**src/rtl/i2s_tx_if.sv**
```systemverilog
// Purpose: sample handshake bundle between the filter chain and the I2S serialiser.
// Latency: none, wires only.
// Backpressure: sample_ready from the serialiser gates acceptance of left_in/right_in.
interface i2s_tx_if #(
  parameter int DATA_W = 16
);
  logic [DATA_W-1:0] left_in;
  logic [DATA_W-1:0] right_in;
  logic              sample_valid;
  logic              sample_ready;

  // Producer side: drives the stereo pair and its valid flag.
  modport master (
    output left_in,
    output right_in,
    output sample_valid,
    input  sample_ready
  );

  // Serialiser side: consumes the pair and reports buffer space.
  modport slave (
    input  left_in,
    input  right_in,
    input  sample_valid,
    output sample_ready
  );
endinterface

```
**src/rtl/i2s_tx.sv**
```systemverilog
// Purpose: stereo PCM to I2S serialiser; bus master generating BCLK/LRCLK from clk.
// Latency: a pair accepted before a frame load drives its left MSB 2*CLK_DIV clks after that load.
// Backpressure: one-pair holding buffer; sample_ready low while full, frame muted (underrun) if empty at load.
// Option: define I2S_TX_HOLD_LAST_EN to replay the last transferred pair on underrun instead of zeros.
module i2s_tx #(
  parameter int DATA_W  = 16,
  parameter int SLOT_W  = 32,
  parameter int CLK_DIV = 4
) (
  input  logic    clk,
  input  logic    reset_n,
  i2s_tx_if.slave s_if,
  output logic    bclk,
  output logic    lrclk,
  output logic    sdata,
  output logic    frame_start,
  output logic    underrun
);

  localparam int FRAME_W = 2 * SLOT_W;
  localparam int BC_W    = $clog2(FRAME_W);
  localparam int DIV_W   = (CLK_DIV > 1) ? $clog2(CLK_DIV) : 1;

  localparam logic [BC_W-1:0]  BIT_LAST  = BC_W'(FRAME_W - 1);
  localparam logic [BC_W-1:0]  SLOT_LEN  = BC_W'(SLOT_W);
  localparam logic [BC_W-1:0]  DATA_LEN  = BC_W'(DATA_W);
  localparam logic [DIV_W-1:0] DIV_LAST  = DIV_W'(CLK_DIV - 1);

  typedef struct packed {
    logic [DATA_W-1:0] left;
    logic [DATA_W-1:0] right;
  } pair_t;

  // Divider and bit position state
  logic [DIV_W-1:0] div_cnt_q, div_cnt_d;
  logic             bclk_q, bclk_d;
  logic [BC_W-1:0]  bit_cnt_q, bit_cnt_d;

  // Sample storage
  pair_t            hold_q, hold_d;
  logic             hold_full_q, hold_full_d;
  pair_t            frame_q, frame_d;
  pair_t            mute_pair;

  // Registered outputs
  logic             lrclk_q, lrclk_d;
  logic             sdata_q, sdata_d;
  logic             frame_start_q, frame_start_d;
  logic             underrun_q, underrun_d;

  // Combinational helpers
  logic             div_tc;
  logic             fall_evt;
  logic [BC_W-1:0]  bit_nxt;
  logic             frame_load;
  logic             slot_nxt;
  logic [BC_W-1:0]  pos_nxt;
  logic             capture;
  logic [DATA_W-1:0] word;
  logic [BC_W-1:0]  bit_idx;
  logic             in_data;
  logic             word_bit;

  // BCLK divider: toggle bclk at terminal count; a fall event is the high->low toggle.
  always_comb begin
    div_tc    = (div_cnt_q == DIV_LAST);
    div_cnt_d = div_tc ? '0 : div_cnt_q + DIV_W'(1);
    bclk_d    = div_tc ? ~bclk_q : bclk_q;
    fall_evt  = div_tc & bclk_q;
  end

  // Bit position within the frame advances once per fall event; wrap to 0 loads a new frame.
  always_comb begin
    bit_nxt    = (bit_cnt_q == BIT_LAST) ? '0 : bit_cnt_q + BC_W'(1);
    bit_cnt_d  = fall_evt ? bit_nxt : bit_cnt_q;
    frame_load = fall_evt && (bit_nxt == '0);
    slot_nxt   = (bit_nxt >= SLOT_LEN);
    pos_nxt    = slot_nxt ? (bit_nxt - SLOT_LEN) : bit_nxt;
  end

  // Holding buffer: accept only when empty; a load that sees it full drains it.
  // A capture in the same cycle as a load from an empty buffer waits for the next frame.
  always_comb begin
    capture     = s_if.sample_valid && !hold_full_q;
    hold_d      = hold_q;
    hold_full_d = hold_full_q;
    if (frame_load && hold_full_q) begin
      hold_full_d = 1'b0;
    end
    if (capture) begin
      hold_d.left  = s_if.left_in;
      hold_d.right = s_if.right_in;
      hold_full_d  = 1'b1;
    end
  end

`ifdef I2S_TX_HOLD_LAST_EN
  pair_t last_q, last_d;

  // Remember the most recent pair that actually reached the shift frame.
  always_comb begin
    last_d = last_q;
    if (frame_load && hold_full_q) begin
      last_d = hold_q;
    end
  end

  // Last-pair register, zero after reset so an early underrun still mutes.
  always_ff @(posedge clk or negedge reset_n) begin
    if (!reset_n) begin
      last_q <= '0;
    end else begin
      last_q <= last_d;
    end
  end

  assign mute_pair = last_q;
`else
  assign mute_pair = '0;
`endif

  // Shift frame: reload at frame boundary from holding, or the underrun fill pair.
  always_comb begin
    frame_d = frame_q;
    if (frame_load) begin
      frame_d = hold_full_q ? hold_q : mute_pair;
    end
  end

  // Serial data and word select, both moved only on BCLK falling edges.
  // Data occupies positions 1..DATA_W of each slot, MSB first, one BCLK after the lrclk edge.
  always_comb begin
    word          = slot_nxt ? frame_d.right : frame_d.left;
    bit_idx       = DATA_LEN - pos_nxt;
    in_data       = (pos_nxt != '0) && (pos_nxt <= DATA_LEN);
    word_bit      = |(word & (DATA_W'(1) << bit_idx));
    lrclk_d       = lrclk_q;
    sdata_d       = sdata_q;
    if (fall_evt) begin
      lrclk_d = slot_nxt;
      sdata_d = in_data & word_bit;
    end
    frame_start_d = frame_load;
    underrun_d    = frame_load && !hold_full_q;
  end

  // State register; reset parks the link in the last right-slot bit so the first fall starts a frame.
  always_ff @(posedge clk or negedge reset_n) begin
    if (!reset_n) begin
      div_cnt_q     <= '0;
      bclk_q        <= 1'b0;
      bit_cnt_q     <= BIT_LAST;
      hold_q        <= '0;
      hold_full_q   <= 1'b0;
      frame_q       <= '0;
      lrclk_q       <= 1'b1;
      sdata_q       <= 1'b0;
      frame_start_q <= 1'b0;
      underrun_q    <= 1'b0;
    end else begin
      div_cnt_q     <= div_cnt_d;
      bclk_q        <= bclk_d;
      bit_cnt_q     <= bit_cnt_d;
      hold_q        <= hold_d;
      hold_full_q   <= hold_full_d;
      frame_q       <= frame_d;
      lrclk_q       <= lrclk_d;
      sdata_q       <= sdata_d;
      frame_start_q <= frame_start_d;
      underrun_q    <= underrun_d;
    end
  end

  assign s_if.sample_ready = ~hold_full_q;
  assign bclk              = bclk_q;
  assign lrclk             = lrclk_q;
  assign sdata             = sdata_q;
  assign frame_start       = frame_start_q;
  assign underrun          = underrun_q;

endmodule

```
**src/flat_wrapper.sv**
```systemverilog
// flat-port wrapper written by rule: the top's interface ports become plain ports
module i2s_tx_flat 
#(
  parameter int DATA_W  = 16,
  parameter int SLOT_W  = 32,
  parameter int CLK_DIV = 4
)
  (clk, reset_n, bclk, lrclk, sdata, frame_start, underrun, s_if_left_in, s_if_right_in, s_if_sample_valid, s_if_sample_ready);
  i2s_tx_if #(.DATA_W(DATA_W)) s_if_i ();
  input  logic clk;
  input  logic reset_n;
  output logic bclk;
  output logic lrclk;
  output logic sdata;
  output logic frame_start;
  output logic underrun;
  input wire logic [$bits(s_if_i.left_in)-1:0] s_if_left_in;
  input wire logic [$bits(s_if_i.right_in)-1:0] s_if_right_in;
  input wire logic [$bits(s_if_i.sample_valid)-1:0] s_if_sample_valid;
  output wire logic [$bits(s_if_i.sample_ready)-1:0] s_if_sample_ready;
  assign s_if_i.left_in = s_if_left_in;
  assign s_if_i.right_in = s_if_right_in;
  assign s_if_i.sample_valid = s_if_sample_valid;
  assign s_if_sample_ready = s_if_i.sample_ready;
  i2s_tx #(.DATA_W(DATA_W), .SLOT_W(SLOT_W), .CLK_DIV(CLK_DIV)) u_core (.clk(clk), .reset_n(reset_n), .s_if(s_if_i), .bclk(bclk), .lrclk(lrclk), .sdata(sdata), .frame_start(frame_start), .underrun(underrun));
endmodule
```
**config.mk**
```make
export PLATFORM = sky130hd
export DESIGN_NAME = i2s_tx_flat
export DESIGN_NICKNAME = d
export VERILOG_FILES = /design/src/rtl/i2s_tx_if.sv /design/src/rtl/i2s_tx.sv /design/src/flat_wrapper.sv
export SDC_FILE = /design/constraint.sdc
export NUM_CORES = 1
export LEC_CHECK = 0
export BUFFER_PORTS_ARGS = -buffer_cell sky130_fd_sc_hd__buf_2
export CAP_MARGIN = 30
export CORE_MARGIN = 2
export CORE_UTILIZATION = 62
export CTS_CLUSTER_DIAMETER = 50
export DETAILED_ROUTE_END_ITERATION = 10
export PLACE_DENSITY_LB_ADDON = 0.25
export SYNTH_ARGS = -nofsm -noshare
export SYNTH_HDL_FRONTEND = slang
export SYNTH_SLANG_ARGS = --single-unit
```
**constraint.sdc**
```tcl
create_clock -name clk -period 7.17 [get_ports clk]
set_clock_uncertainty 0.1 [all_clocks]
set_input_delay 0.717 -clock clk [delete_from_list [all_inputs] [get_ports clk]]
set_output_delay 0.717 -clock clk [all_outputs]
set_load 0.005 [all_outputs]
```
==> flow_summary_export.csv <==
group,metric,value,unit
pwr,p_leak,1.94,nW
die,core,5850,sq um
yosys,synthCells,360,
finish,synthToLayoutAreaGrowth,10.5,%
placed_design,io_buffers,40,
critical_path,crit_path_max_incr_delay,0.67,ns
yosys,synthesis.nets,398,
critical_path,crit_slowest_cell,"dfstp_2",
yosys,yosys_warnings,0,
finish,num-fill-cells,464,
yosys,avgSynthCellArea,10.3,sq um
worst_hold_path,worstHoldPathType,"reg -> reg",
grt,grt_pass1_wl,12000,um
sta,clock.fmax,0.270,GHz
cts,hold_buffers,0,
grt,grt_usage,23.9,%
finish,final_cells,468,
sta,setup_viol,0,
sta,fin_setup_tns,0,ns
critical_path,startpoint_type,"register",
yosys,ys_types,50,
grt,antenna_found_initial,0,
placed_design,dp_hpwl,4900,um
finish,fin_nets,426,
cts,clk_pin_slew,0.07,ns
cts,cts_tree,"done",
finish,antenna_cells,0,
grt,grt_pass1_vias,2485,
route,viasPerCell,5.64,
route,first_pass_iters,5,
die,die_area,6630,sq um
grt,grt_remaining_overflow,0,
critical_path,worst-r2r-cell-count,12,
run,maxCapViolations,0,
critical_path,worstPathRequired,7.34,ns
critical_path,path_class,"reg -> reg",
sta,hold_viol,0,
yosys,synth_ff_type,"dfrtp_1",
route,wirelength,7040,um
die,dieWidth,81.4,um
sta,finalWorstPathRequiredPeriod,3.70,ns
critical_path,crit_chain,"ha_1, and3_4, and3_4, nor2_1, nor2_1, ha_1, nand3b_1, or4b_2, a2111oi_4, a211o_1, a211oi_1, a31oi_1",
route,drt-initial-drc-count,271,
grt,grt_max_degree,79,
cts,clock-sinks,78,
yosys,netlist_area,3720,sq um
worst_hold_path,hold_end,"u_core.div_cnt_q[0]$_DFF_PN0_",
die,die_y,81.4,um
critical_path,r2r-end,"u_core.sdata$_DFFE_PN0P_",
critical_path,critical-path-top-delay-family,"simple AND/OR/NAND/NOR gates",
die,initial_core_util,63.5,%
yosys,ys_seq_area_share,52.7,%
placed_design,routabilityCongestion,0.928,
critical_path,cp_max_fo,15,
cts,post_cts_buffers,0,
cts,clk_latency,0.34,ns
route,avgRoutedWirePerCell,15.0,um
cts,numCtsBuffers,9,
pwr,ir_worst_vdd,0.169,mV
critical_path,r2r-start,"u_core.bit_cnt_q[0]$_DFFE_PN1P_",
die,io_pins,41,
sta,drv_slew,0,
cts,clk_path_buf_depth,2,
critical_path,arrival,3.86,ns
critical_path,end_kind,"register",
critical_path,reg2reg_slack,3.47,ns
worst_hold_path,min_path_cells,1,
sta,max_slew_margin,30.3,%
pwr,power_density,237,nW/um^2
route,ant_nets,0,
worst_hold_path,worstHoldStart,"u_core.div_cnt_q[0]$_DFF_PN0_",
finish,drive_gt1_share,27.2,%
cts,clockRootBuffer,"clkbuf_8",
placed_design,dp.cells,452,
sta,fin_crit_sh,51.6,%
critical_path,crit_buf_inv,0,
cts,cts-htree-levels,3,
yosys,synthArstFlopShare,100,%
sta,worstMarginPinSlew,1.03,ns
route,remaining_drc_errors,0,
critical_path,crit_start,"u_core.bit_cnt_q[0]$_DFFE_PN1P_",
status,outcome,"finished, final reports clean",
cts,cts_resized,0,
route,num_vias,2638,
yosys,ys_ff_latch,78,
sta,rsz0062_at_grt,"no",
die,fp-row-count,28,
yosys,synth-edff-count,0,
-- cells in the final DEF (no fill, tap or decap), types with 2 or more instances in the layout --
cell	count
a21oi_1	8
xnor2_1	4
clkbuf_1	3
dfstp_2	7
xor2_1	4
ha_1	3
a22oi_1	2
nor4_1	2
clkbuf_8	11
nor3_1	5
a221oi_1	3
mux2i_1	7
mux2_2	36
nand2_1	72
and3_1	2
nand2b_1	2
and3_4	3
a221o_1	3
o211ai_1	4
nand3_1	6
a211oi_1	2
nor2_1	16
dfrtp_1	71
buf_4	4
o21ai_0	29
nor2b_1	3
buf_2	39
inv_1	15
a31oi_1	2
a211o_1	2
-- registers in the layout (all words and copies together), names as in the netlist --
signal	cells
u_core.sdata	1
u_core.lrclk	1
u_core.bit_cnt_q	6
u_core.hold_q	32
u_core.div_cnt_q	2
u_core.frame_start	1
u_core.bclk	1
u_core.underrun	1
u_core.hold_full_q	1
u_core.frame_q	32
-- power breakdown --
part / internal, mW / leakage, nW / switching, mW
clock network: 0.146 / 0.0869 / 0.151
registers: 0.510 / 0.985 / 0.0380
logic: 0.0759 / 0.871 / 0.0500
total: 0.732 / 1.94 / 0.239
-- stage by stage --
step | setup WS [ns] | hold slack [ns] | utilization [%] | instance area [sq um] | power, mW
3_3_place_gp | 3.65 | 0.316 | 67.1 | 3930 | 0.678
2_1_floorplan | 3.95 | 0.303 | - | 3720 | 0.641
3_5_place_dp | 3.52 | 0.322 | 67.1 | 3930 | 0.687
5_1_grt | 3.29 | 0.347 | 70.2 | 4110 | 1.02
6_report | 3.47 | 0.327 | 70.2 | 4110 | 0.971
4_1_cts | 3.51 | 0.333 | 70.2 | 4110 | 0.983
-- cell families (layout without fill, tap and decap cells) --
family,after synthesis,in the layout,synth area share [%]
fa+ha+maj,3,3,1.01
mux,43,43,12.8
flops,78,78,52.7
compound gates,66,66,11.8
buf+inv,41,74,4.71
xor+xnor,8,8,1.88
simple gates,121,121,15.0
-- how the worst max path moves through the flow --
stage,to,slack (ns),cells after the start
6_report,u_core.sdata$_DFFE_PN0P_,3.47,12
5_1_grt,u_core.sdata$_DFFE_PN0P_,3.29,12
4_1_cts,u_core.sdata$_DFFE_PN0P_,3.51,12
3_5_place_dp,u_core.sdata$_DFFE_PN0P_,3.52,12
3_3_place_gp,u_core.sdata$_DFFE_PN0P_,3.65,12
2_1_floorplan,u_core.sdata$_DFFE_PN0P_,3.95,14
-- worst register-to-register path, stage by stage, from the launching register on --
cell       delay, ns
dfstp_2         0.67
ha_1            0.45
and3_4          0.27
and3_4          0.25
nor2_1          0.06
nor2_1          0.15
ha_1            0.28
nand3b_1        0.10
or4b_2          0.66
a2111oi_4       0.29
a211o_1         0.14
a211oi_1        0.05
a31oi_1         0.17
-- cell type report --
| type | instances | area [sq um] | area share (%) |
|---|---|---|---|
| well taps | 75 | 93.8 | 2.29 |
| repair buffers | 43 | 225 | 5.48 |
| multi-input cells | 241 | 1590 | 38.8 |
| flip-flops and latches | 78 | 1960 | 47.7 |
| clock inverters | 2 | 16.3 | 0.396 |
| clock buffers | 14 | 163 | 3.96 |
| inverters | 15 | 56.3 | 1.37 |
-- per-layer routing --
| metal | vias to the layer above | GRT usage [%] | routed length (um) |
|---|---|---|---|
| met2 | 66 | 36.2 | 3350 |
| li1 | 1299 | - | - |
| met4 | 0 | 9.15 | 53 |
| met1 | 1267 | 34.6 | 3350 |
| met3 | 6 | 4.40 | 287 |
| met5 | - | 0 | 0 |
-- synth_stat cells (4+ instances only) --
cell type	instances	share of area [%]
nor2_1	16	1.6
dfstp_2	7	4.9
dfrtp_1	71	48
xnor2_1	4	0.94
nand2_1	72	7.3
nor3_1	5	0.67
nor2b_1	4	0.67
xor2_1	4	0.94
clkbuf_1	17	1.7
buf_2	5	0.67
inv_1	15	1.5
o211ai_1	4	0.81
o21ai_0	29	3.9
a21oi_1	8	1.1
nand3_1	6	0.81
mux2i_1	7	1.9
mux2_2	36	11
(Power assumes the default switching activity.)
